<file path="config.mk">
export PLATFORM = sky130hd
export DESIGN_NAME = uart_rx_fifo
export DESIGN_NICKNAME = d
export VERILOG_FILES = /design/src/rtl/uart_pkg.sv /design/src/rtl/uart_fifo_mem.sv /design/src/rtl/uart_rx_fifo.sv
export SDC_FILE = /design/constraint.sdc
export NUM_CORES = 1
export LEC_CHECK = 0
export CAP_MARGIN = 20
export CELL_PAD_IN_SITES_DETAIL_PLACEMENT = 0
export CELL_PAD_IN_SITES_GLOBAL_PLACEMENT = 2
export CORE_AREA = 2 2 133 135
export DETAILED_ROUTE_END_ITERATION = 12
export DIE_AREA = 0 0 135 137
export GPL_ROUTABILITY_DRIVEN = 0
export PLACE_DENSITY_LB_ADDON = 0.1
export SYNTH_ARGS = -nofsm -noshare
export SYNTH_HDL_FRONTEND = slang
export SYNTH_SLANG_ARGS = --single-unit
</file>
<file path="constraint.sdc">
create_clock -name clk -period 2.3 [get_ports clk]
set_input_delay 0.46 -clock clk [delete_from_list [all_inputs] [get_ports clk]]
set_output_delay 0.46 -clock clk [all_outputs]
set_load 0.01 [all_outputs]
</file>
<file path="src/rtl/uart_pkg.sv">
// Shared UART definitions: data width, the receive FIFO entry layout and the default depth.
package uart_pkg;

   localparam int UART_DATA_W        = 8;
   localparam int UART_RX_FIFO_DEPTH = 16;

   // One received character together with its framing-error flag.
   typedef struct packed {
      logic                   err;
      logic [UART_DATA_W-1:0] data;
   } uart_rx_entry_t;

endpackage : uart_pkg

</file>
<file path="src/rtl/uart_fifo_mem.sv">
// Storage array for the UART receive FIFO: one synchronous write port and one registered
// read port. The array itself has no reset; only the read-port register does.
module uart_fifo_mem
   import uart_pkg::*;
#(
   parameter int  DEPTH = UART_RX_FIFO_DEPTH,
   localparam int AW    = $clog2(DEPTH)
) (
   input  logic           clk,
   input  logic           rst,
   input  logic           wr_en,
   input  logic [AW-1:0]  wr_addr,
   input  uart_rx_entry_t wr_entry,
   input  logic           rd_en,
   input  logic [AW-1:0]  rd_addr,
   output uart_rx_entry_t rd_entry
);

   uart_rx_entry_t mem [DEPTH];

   // Store an incoming entry; contents survive reset.
   always_ff @(posedge clk) begin
      if (wr_en) begin
         mem[wr_addr] <= wr_entry;
      end
   end

   // Read register returns the pre-write contents when the same slot is written this cycle,
   // which is what lets a pop and a push share the slot of a full FIFO.
   always_ff @(posedge clk) begin
      if (rst) begin
         rd_entry <= '0;
      end else if (rd_en) begin
         rd_entry <= mem[rd_addr];
      end
   end

endmodule : uart_fifo_mem

</file>
<file path="src/rtl/uart_rx_fifo.sv">
// Receive-side buffer behind the UART receiver: circular FIFO with a registered read port,
// occupancy level, full/empty decode, threshold interrupt and sticky overrun flag.
module uart_rx_fifo
   import uart_pkg::*;
#(
   parameter int  DEPTH = UART_RX_FIFO_DEPTH,
   localparam int AW    = $clog2(DEPTH)
) (
   input  logic                   clk,
   input  logic                   rst,
   input  logic                   rx_data_valid,
   input  logic [UART_DATA_W-1:0] rx_data,
   input  logic                   rx_error,
   input  logic                   rd_req,
   input  logic                   flush,
   input  logic                   overrun_clr,
   input  logic [AW:0]            thr,
   output logic                   rd_valid,
   output logic [UART_DATA_W-1:0] rd_data,
   output logic                   rd_error,
   output logic                   empty,
   output logic                   full,
   output logic [AW:0]            level,
   output logic                   threshold_irq,
   output logic                   overrun
);

   logic [AW-1:0]  wr_ptr;
   logic [AW-1:0]  rd_ptr;
   logic [AW:0]    level_next;
   logic           wr_en;
   logic           rd_en;
   logic           overrun_set;
   uart_rx_entry_t wr_entry;
   uart_rx_entry_t rd_entry;

   assign empty    = (level == '0);
   assign full     = (level == (AW+1)'(DEPTH));
   assign wr_entry = '{err: rx_error, data: rx_data};
   assign rd_data  = rd_entry.data;
   assign rd_error = rd_entry.err;

   // Accept/drop decisions and the next occupancy. A push into a full FIFO is accepted only
   // when a pop frees the head slot in the same cycle; flush discards both sides.
   always_comb begin
      wr_en       = rx_data_valid && (!full || rd_req) && !flush;
      rd_en       = rd_req && !empty && !flush;
      overrun_set = rx_data_valid && full && !rd_req && !flush;
      level_next  = level;
      if (flush) begin
         level_next = '0;
      end else if (wr_en && !rd_en) begin
         level_next = level + (AW+1)'(1);
      end else if (rd_en && !wr_en) begin
         level_next = level - (AW+1)'(1);
      end
   end

   // Pointers, level and status flags; reset and flush take priority over traffic.
   always_ff @(posedge clk) begin
      if (rst) begin
         wr_ptr        <= '0;
         rd_ptr        <= '0;
         level         <= '0;
         rd_valid      <= 1'b0;
         overrun       <= 1'b0;
         threshold_irq <= 1'b0;
      end else begin
         if (flush) begin
            wr_ptr <= '0;
            rd_ptr <= '0;
         end else begin
            if (wr_en) begin
               wr_ptr <= wr_ptr + AW'(1);
            end
            if (rd_en) begin
               rd_ptr <= rd_ptr + AW'(1);
            end
         end
         level         <= level_next;
         rd_valid      <= rd_en;
         threshold_irq <= (thr != '0) && (level_next >= thr);
         if (overrun_set) begin
            overrun <= 1'b1;
         end else if (overrun_clr) begin
            overrun <= 1'b0;
         end
      end
   end

   uart_fifo_mem #(
      .DEPTH(DEPTH)
   ) u_mem (
      .clk      (clk),
      .rst      (rst),
      .wr_en    (wr_en && !rst),
      .wr_addr  (wr_ptr),
      .wr_entry (wr_entry),
      .rd_en    (rd_en && !rst),
      .rd_addr  (rd_ptr),
      .rd_entry (rd_entry)
   );

endmodule : uart_rx_fifo
</file>
=== Yosys cells after proc, flatten, opt, wreduce, memory -nomap -nowiden ===
Memories as Yosys holds them, arrays and structs flattened. A register that Yosys moved wholly into a read port is not among the register bits.
Index checks and enable logic that the tools add are counted.

* $add $sub $neg: 4
* Multiply operators: 0
* Div/mod/pow operators: 0
* Magnitude comparators: 1
* Equal/unequal tests: 1
* Shifts and indexed selects: 0
* Muxes and demuxes: 7
* Bitwise logic cells: 0
* Reduce and logical (&&, ||, !) cells: 24

{| class="wikitable"
|+ Operators with widths
! cell !! number
|-
| $mux W5 || 3
|-
| $logic_and A1 B1 Y1 || 12
|-
| $add A4 B1 Y4 const B || 2
|-
| $logic_not A1 Y1 || 7
|-
| $add A5 B1 Y5 const B || 1
|-
| $eq A5 B5 Y1 const B || 1
|-
| $ge A5 B5 Y1 || 1
|-
| $logic_not A5 Y1 || 1
|-
| $reduce_bool A5 Y1 || 1
|-
| $sub A5 B1 Y5 const B || 1
|-
| $mux W1 || 4
|-
| $reduce_bool A2 Y1 || 1
|-
| $reduce_or A2 Y1 || 1
|-
| $logic_or A1 B1 Y1 || 1
|}

* Bits in registers: 16
* Latch bits: 0
* Bits in writable memories: 144
* Memory bits (read-only): 0
* Bits of input ports: 20
* Memories kept: 1

{| class="wikitable"
|+ Memory list
! name !! words !! width !! rd ports !! clocked after memory_dff !! write ports !! RTL line !! text
|-
| u_mem.mem || 16 || 9 || 1 || 1 || 1 || uart_fifo_mem.sv:19 || <nowiki>uart_rx_entry_t mem [DEPTH];</nowiki>
|}

=== Logic depth before layout (Yosys ltp) ===
* Word-level depth: 12
* Gate-level depth with buffers: 13

=== Cells and area by module ===
From an unflattened synthesis, not the netlist that was laid out.

* Cells, all modules: 483
* Area total of the unflattened synthesis: 7090.6 um^2

{| class="wikitable"
|+ By module, submodules not included
! module !! times used !! cells each !! area an instance (um^2) !! sequential area each (um^2)
|-
| uart_fifo_mem || 1 || 351 || 6004.5 || 4504.3
|-
| uart_rx_fifo || 1 || 132 || 1086.0 || 320.3
|}

=== Worst setup path after synthesis ===
OpenSTA, ideal clock, no wires.

* Path kind: register to register
* Start: register level[0]
* End: register threshold_irq
* Arrival: 2.488 ns
* Path slack: -0.310 ns
* Stages on the path, launching flop included: 14
* Clock period less this slack: 2.610 ns
* Cell sequence: dfxtp_1 > inv_1 > ha_1 > nor3b_4 > nor3_2 > a2111oi_4 > xnor2_1 > or2_1 > ha_1 > nand2b_1 > a21oi_1 > nor2b_1 > o21ai_0 > a21oi_1

* Word-level cells in the longest chain between the ends: 12
* Elaborated cells on any way between the ends: 20

{| class="wikitable"
|+ RTL lines
! element !! RTL line !! text
|-
| from (decl) || uart_rx_fifo.sv:23 || <nowiki>output logic [AW:0] level,</nowiki>
|-
| from (signal assigned) || uart_rx_fifo.sv:80 || <nowiki>level <= level_next;</nowiki>
|-
| $eq A5 B5 Y1 || uart_rx_fifo.sv:38 || <nowiki>assign full = (level == (AW+1)'(DEPTH));</nowiki>
|-
| $logic_not A1 Y1 || uart_rx_fifo.sv:46 || <nowiki>wr_en = rx_data_valid && (!full || rd_req) && !flush;</nowiki>
|-
| $logic_or A1 B1 Y1 || uart_rx_fifo.sv:46 ||
|-
| $logic_and A1 B1 Y1 (2 in a row) || uart_rx_fifo.sv:46 ||
|-
| $logic_not A1 Y1 || uart_rx_fifo.sv:54 || <nowiki>end else if (rd_en && !wr_en) begin</nowiki>
|-
| $logic_and A1 B1 Y1 || uart_rx_fifo.sv:54 ||
|-
| $mux W5 || uart_rx_fifo.sv:54 ||
|-
| $mux W5 * || uart_rx_fifo.sv:52 || <nowiki>end else if (wr_en && !rd_en) begin</nowiki>
|-
| $mux W5 * || uart_rx_fifo.sv:50 || <nowiki>if (flush) begin</nowiki>
|-
| $ge A5 B5 Y1 * || uart_rx_fifo.sv:82 || <nowiki>threshold_irq <= (thr != '0) && (level_next >= thr);</nowiki>
|-
| $logic_and A1 B1 Y1 * || uart_rx_fifo.sv:82 ||
|-
| to (signal assigned) || uart_rx_fifo.sv:82 ||
|-
| to (decl) || uart_rx_fifo.sv:24 || <nowiki>output logic threshold_irq,</nowiki>
|}

Every way passes the cells marked *; elsewhere a longest branch is shown, timed or not.
A chain may end at the register's enable or synchronous reset.

=== Final worst setup path ===
* Start: register level[1]
* End: register threshold_irq

The elaborated chain is that of the path after synthesis.

==> metrics.md <==
| Metric | Value |
|---|---|
| Status | complete, but fails checks |
| Failing checks | setup timing |
| Detailed Route WL | 15.3 mm |
| Grt ovf | 0 |
| Initial antenna violation count | 0 |
| Via Count | 3,800 |
| Area of the core | 17,100 um2 |
| Post-synth top flop | edfxtp_1 |
| Slew Viols, Final | 0 |
| Post-synthesis cell area | 6880 um2 |
| Endpoints failing hold | 0 |
| Fill count | approximately 1,400 |
| Power density over cell area | 719 nW/um2 |
| Longest Clk Path Bufs | 2 |
| Hold WS | 0.514 ns |
| CTS Buf Count | 17 |
| Avg Synthesized Cell Area | 17.5 um2 |
| DPL Wire Length | approximately 9.6 mm |
| Yosys warns | 0 |
| EDFF count, synth | 144 |
| Slew margin rel. | approximately 55% |
| Die Wd | 135 um |
| # port buffers | 38 |
| DR iter-0 viols | ~200 |
| Die area | 18,500 um2 |
| Sw Ratio | 20.6% |
| Synth Net Count | 424 |
| Post-route setup slack | -0.147 ns |
| I/O pin total | 39 |
| Area growth from synthesis to layout | 26.1% |
| CTS sink count | 169 |
| Place WS | -0.543 ns |
| Skew-Pair Late Insertion Delay | 0.42 ns |
| First-pass detailed-route iteration total | 4 |
| DR vias/cell | 5.16 |
| Clock power frac | 42.5% |
| CP endpoint kind | flop |
| Routed wire per std cell | 20.8 um |
| Synth Register Bits | 169 |
| CTS clk-pin slew, worst paths | ~0.070 ns |
| H-tree depth | 4 |
| Clock root buffer | clkbuf_16 |
| Max_cap viols | 0 |
| Hold-fix buffers at CTS | 0 |
| Fmax achieved | 409 MHz |
| First-pass GRT wire length | 23.3 mm |
| Unrepaired setup endpoints after global routing | true |
| CTS tree | yes |
| Largest net degree at the start of global routing | 40 |
| Register area share after synthesis | ~70% |
| CP startpoint kind | flop |
| DRC | 0 |
| Sw Pwr | 1.29 mW |
| Top cells by count, synth | edfxtp_1, nor2_1, mux4_2 |
| Vias in the first global route | between 4,000 and 5,000 |
| Share of cells above drive strength 1 | 30.3% |
| Setup Skew | 0.00741 ns |
| Worst slew pin tran | 0.673 ns |
| Leakage | 2.83 nW |
| All-layer global routing usage | between 15 and 20% |
| Count leader, synth | edfxtp_1 |
| Nets | 530 |
| Hold WC Path Type | reg2reg |
| Cell taking the most area after synthesis | edfxtp_1 |
| Die Ht | 137 um |
| CP Max Fanout | 3 |
| Initial Utilization | 40.3% |
| Comb power frac | 4.0% |
| CP required | 2.61 ns |
| Post-DRT Antenna Nets | 0 |
| Crit Path Class | reg2reg |
| Internal power | 4.95 mW |
| Fin crit period | 2.45 ns |
| Arrival time worst endpoint | 2.76 ns |
| Area contributors post-synth | edfxtp_1, mux4_2, dfxtp_1 |
| ANT cells | 0 |
| Sequential share of power | 53.5% |
| Yosys cell types | 44 |
| Post-synth top area share | ~63% |
| Final setup fails | 64 |
| Post-synth ARST share | 0% |
| Cell count after synthesis | 392 |
| Row count | 48 |
| Final period utilization | 106% |
| Maximum vdd drop | 0.491 mV |
-- through the flow --
step	total power, mW	utilization [%]	instance area, um2	instances	TNS, ns
final	6.23	50.9	8680	736	-3.31
after global routing	6.44	50.9	8680	736	-9.59
after CTS	6.31	50.3	8580	732	-0.821
after detailed placement	3.64	46.6	7950	696	-38.65
after global placement	3.63	46.6	7950	696	-36.25
after floorplan	3.49	-	6900	392	-0.0509
-- area by class of cell --
type | count | area, um2 | share of cell area, %
multi-input cells | 194 | 2010 | 23.2
repair buffers | 104 | 950 | 10.9
clock inverters | 13 | 120 | 1.38
flip-flops and latches | 169 | 4830 | 55.7
well taps | 225 | 282 | 3.24
clock buffers | 19 | 433 | 4.99
inverters | 12 | 47.5 | 0.548
-- repair_timing --
item	in CTS	in global routing
pin swaps	1	4
buffers inserted	4	2
endpoints found under the setup margin	3	119
cloned	0	2
resized for setup	16	21
-- path summary, 6_finish.rpt --
| kind | depth (start not counted) | slack, ns | from | endpoint |
|---|---|---|---|---|
| setup / recovery | 14 | -0.15 | level[1] | threshold_irq |
| hold / removal | 2 | 0.51 | u_mem.rd_entry[0] | u_mem.rd_entry[0] |
| setup reg to reg | 14 | -0.15 | level[1] | threshold_irq |
| hold reg to reg | 2 | 0.51 | u_mem.rd_entry[0] | u_mem.rd_entry[0] |
-- power by group through the flow --
stage               clock network [mW]  registers [mW]  logic, mW
floorplan                            0            3.40     0.0840
CTS                               2.72            3.34      0.250
global route                      2.84            3.34      0.274
detailed placement                   0            3.40      0.235
global placement                     0            3.40      0.231
finish                            2.65            3.34      0.250
-- critical path, cell delays in order (launching register included) --
cell and delay, ns:
dfxtp_4 0.35, inv_4 0.06, ha_4 0.13, nor3b_4 0.23
buf_6 0.14, nor3_2 0.05, a2111oi_4 0.26, xnor2_1 0.14
or2_1 0.22, ha_1 0.27, nand2b_4 0.14, a21oi_2 0.11
nor2b_1 0.05, o21ai_1 0.12, a21oi_1 0.08
-- sequential cells by signal, summed over array words and instances (netlist names) --
signal          count
rd_ptr              4
overrun             1
u_mem.mem         144
level               5
rd_valid            1
wr_ptr              4
threshold_irq       1
u_mem.rd_entry      9
-- layout by cell type, fill, tap and decap left out, drive strengths merged, types with 2 or more instances in the layout --
| master | count |
|---|---|
| nor3 | 3 |
| mux4 | 36 |
| buf | 66 |
| ha | 12 |
| a211oi | 2 |
| xnor2 | 4 |
| nor2 | 39 |
| edfxtp | 144 |
| nand3 | 2 |
| clkdlybuf4s50 | 36 |
| o221ai | 10 |
| mux2i | 19 |
| nand3b | 12 |
| nand2 | 7 |
| a21oi | 5 |
| nand4 | 4 |
| clkbuf | 19 |
| dfxtp | 25 |
| o21ai | 6 |
| xor2 | 5 |
| inv | 15 |
| clkinvlp | 2 |
| or2 | 2 |
| nor2b | 3 |
| nor3b | 2 |
| nand2b | 7 |
| clkinv | 7 |
-- layer usage --
layer | vias to the layer above | global-route usage, % | wire length [um] | share of wire, %
li1 | 1761 | - | - | -
met5 | - | 0 | 0 | 0
met2 | 95 | 30.4 | 7840 | 51
met1 | 1931 | 22.3 | 6610 | 43
met4 | 0 | 5.90 | 167 | 1.1
met3 | 13 | 3.11 | 676 | 4.4
-- cells by family (layout without fill, tap and decap cells) --
group,count (synthesis),after routing,synth area share (%)
and+or+nand+nor,86,86,6.68
adders and majority gates,12,12,2.18
AOI/OAI and AO/OA,32,32,3.55
DFF,169,169,70.1
muxes,55,55,14.6
xor gates and xnor gates,9,9,1.15
buffers and inverters,29,148,1.76
Note: power is estimated with default switching activity, not from simulation.
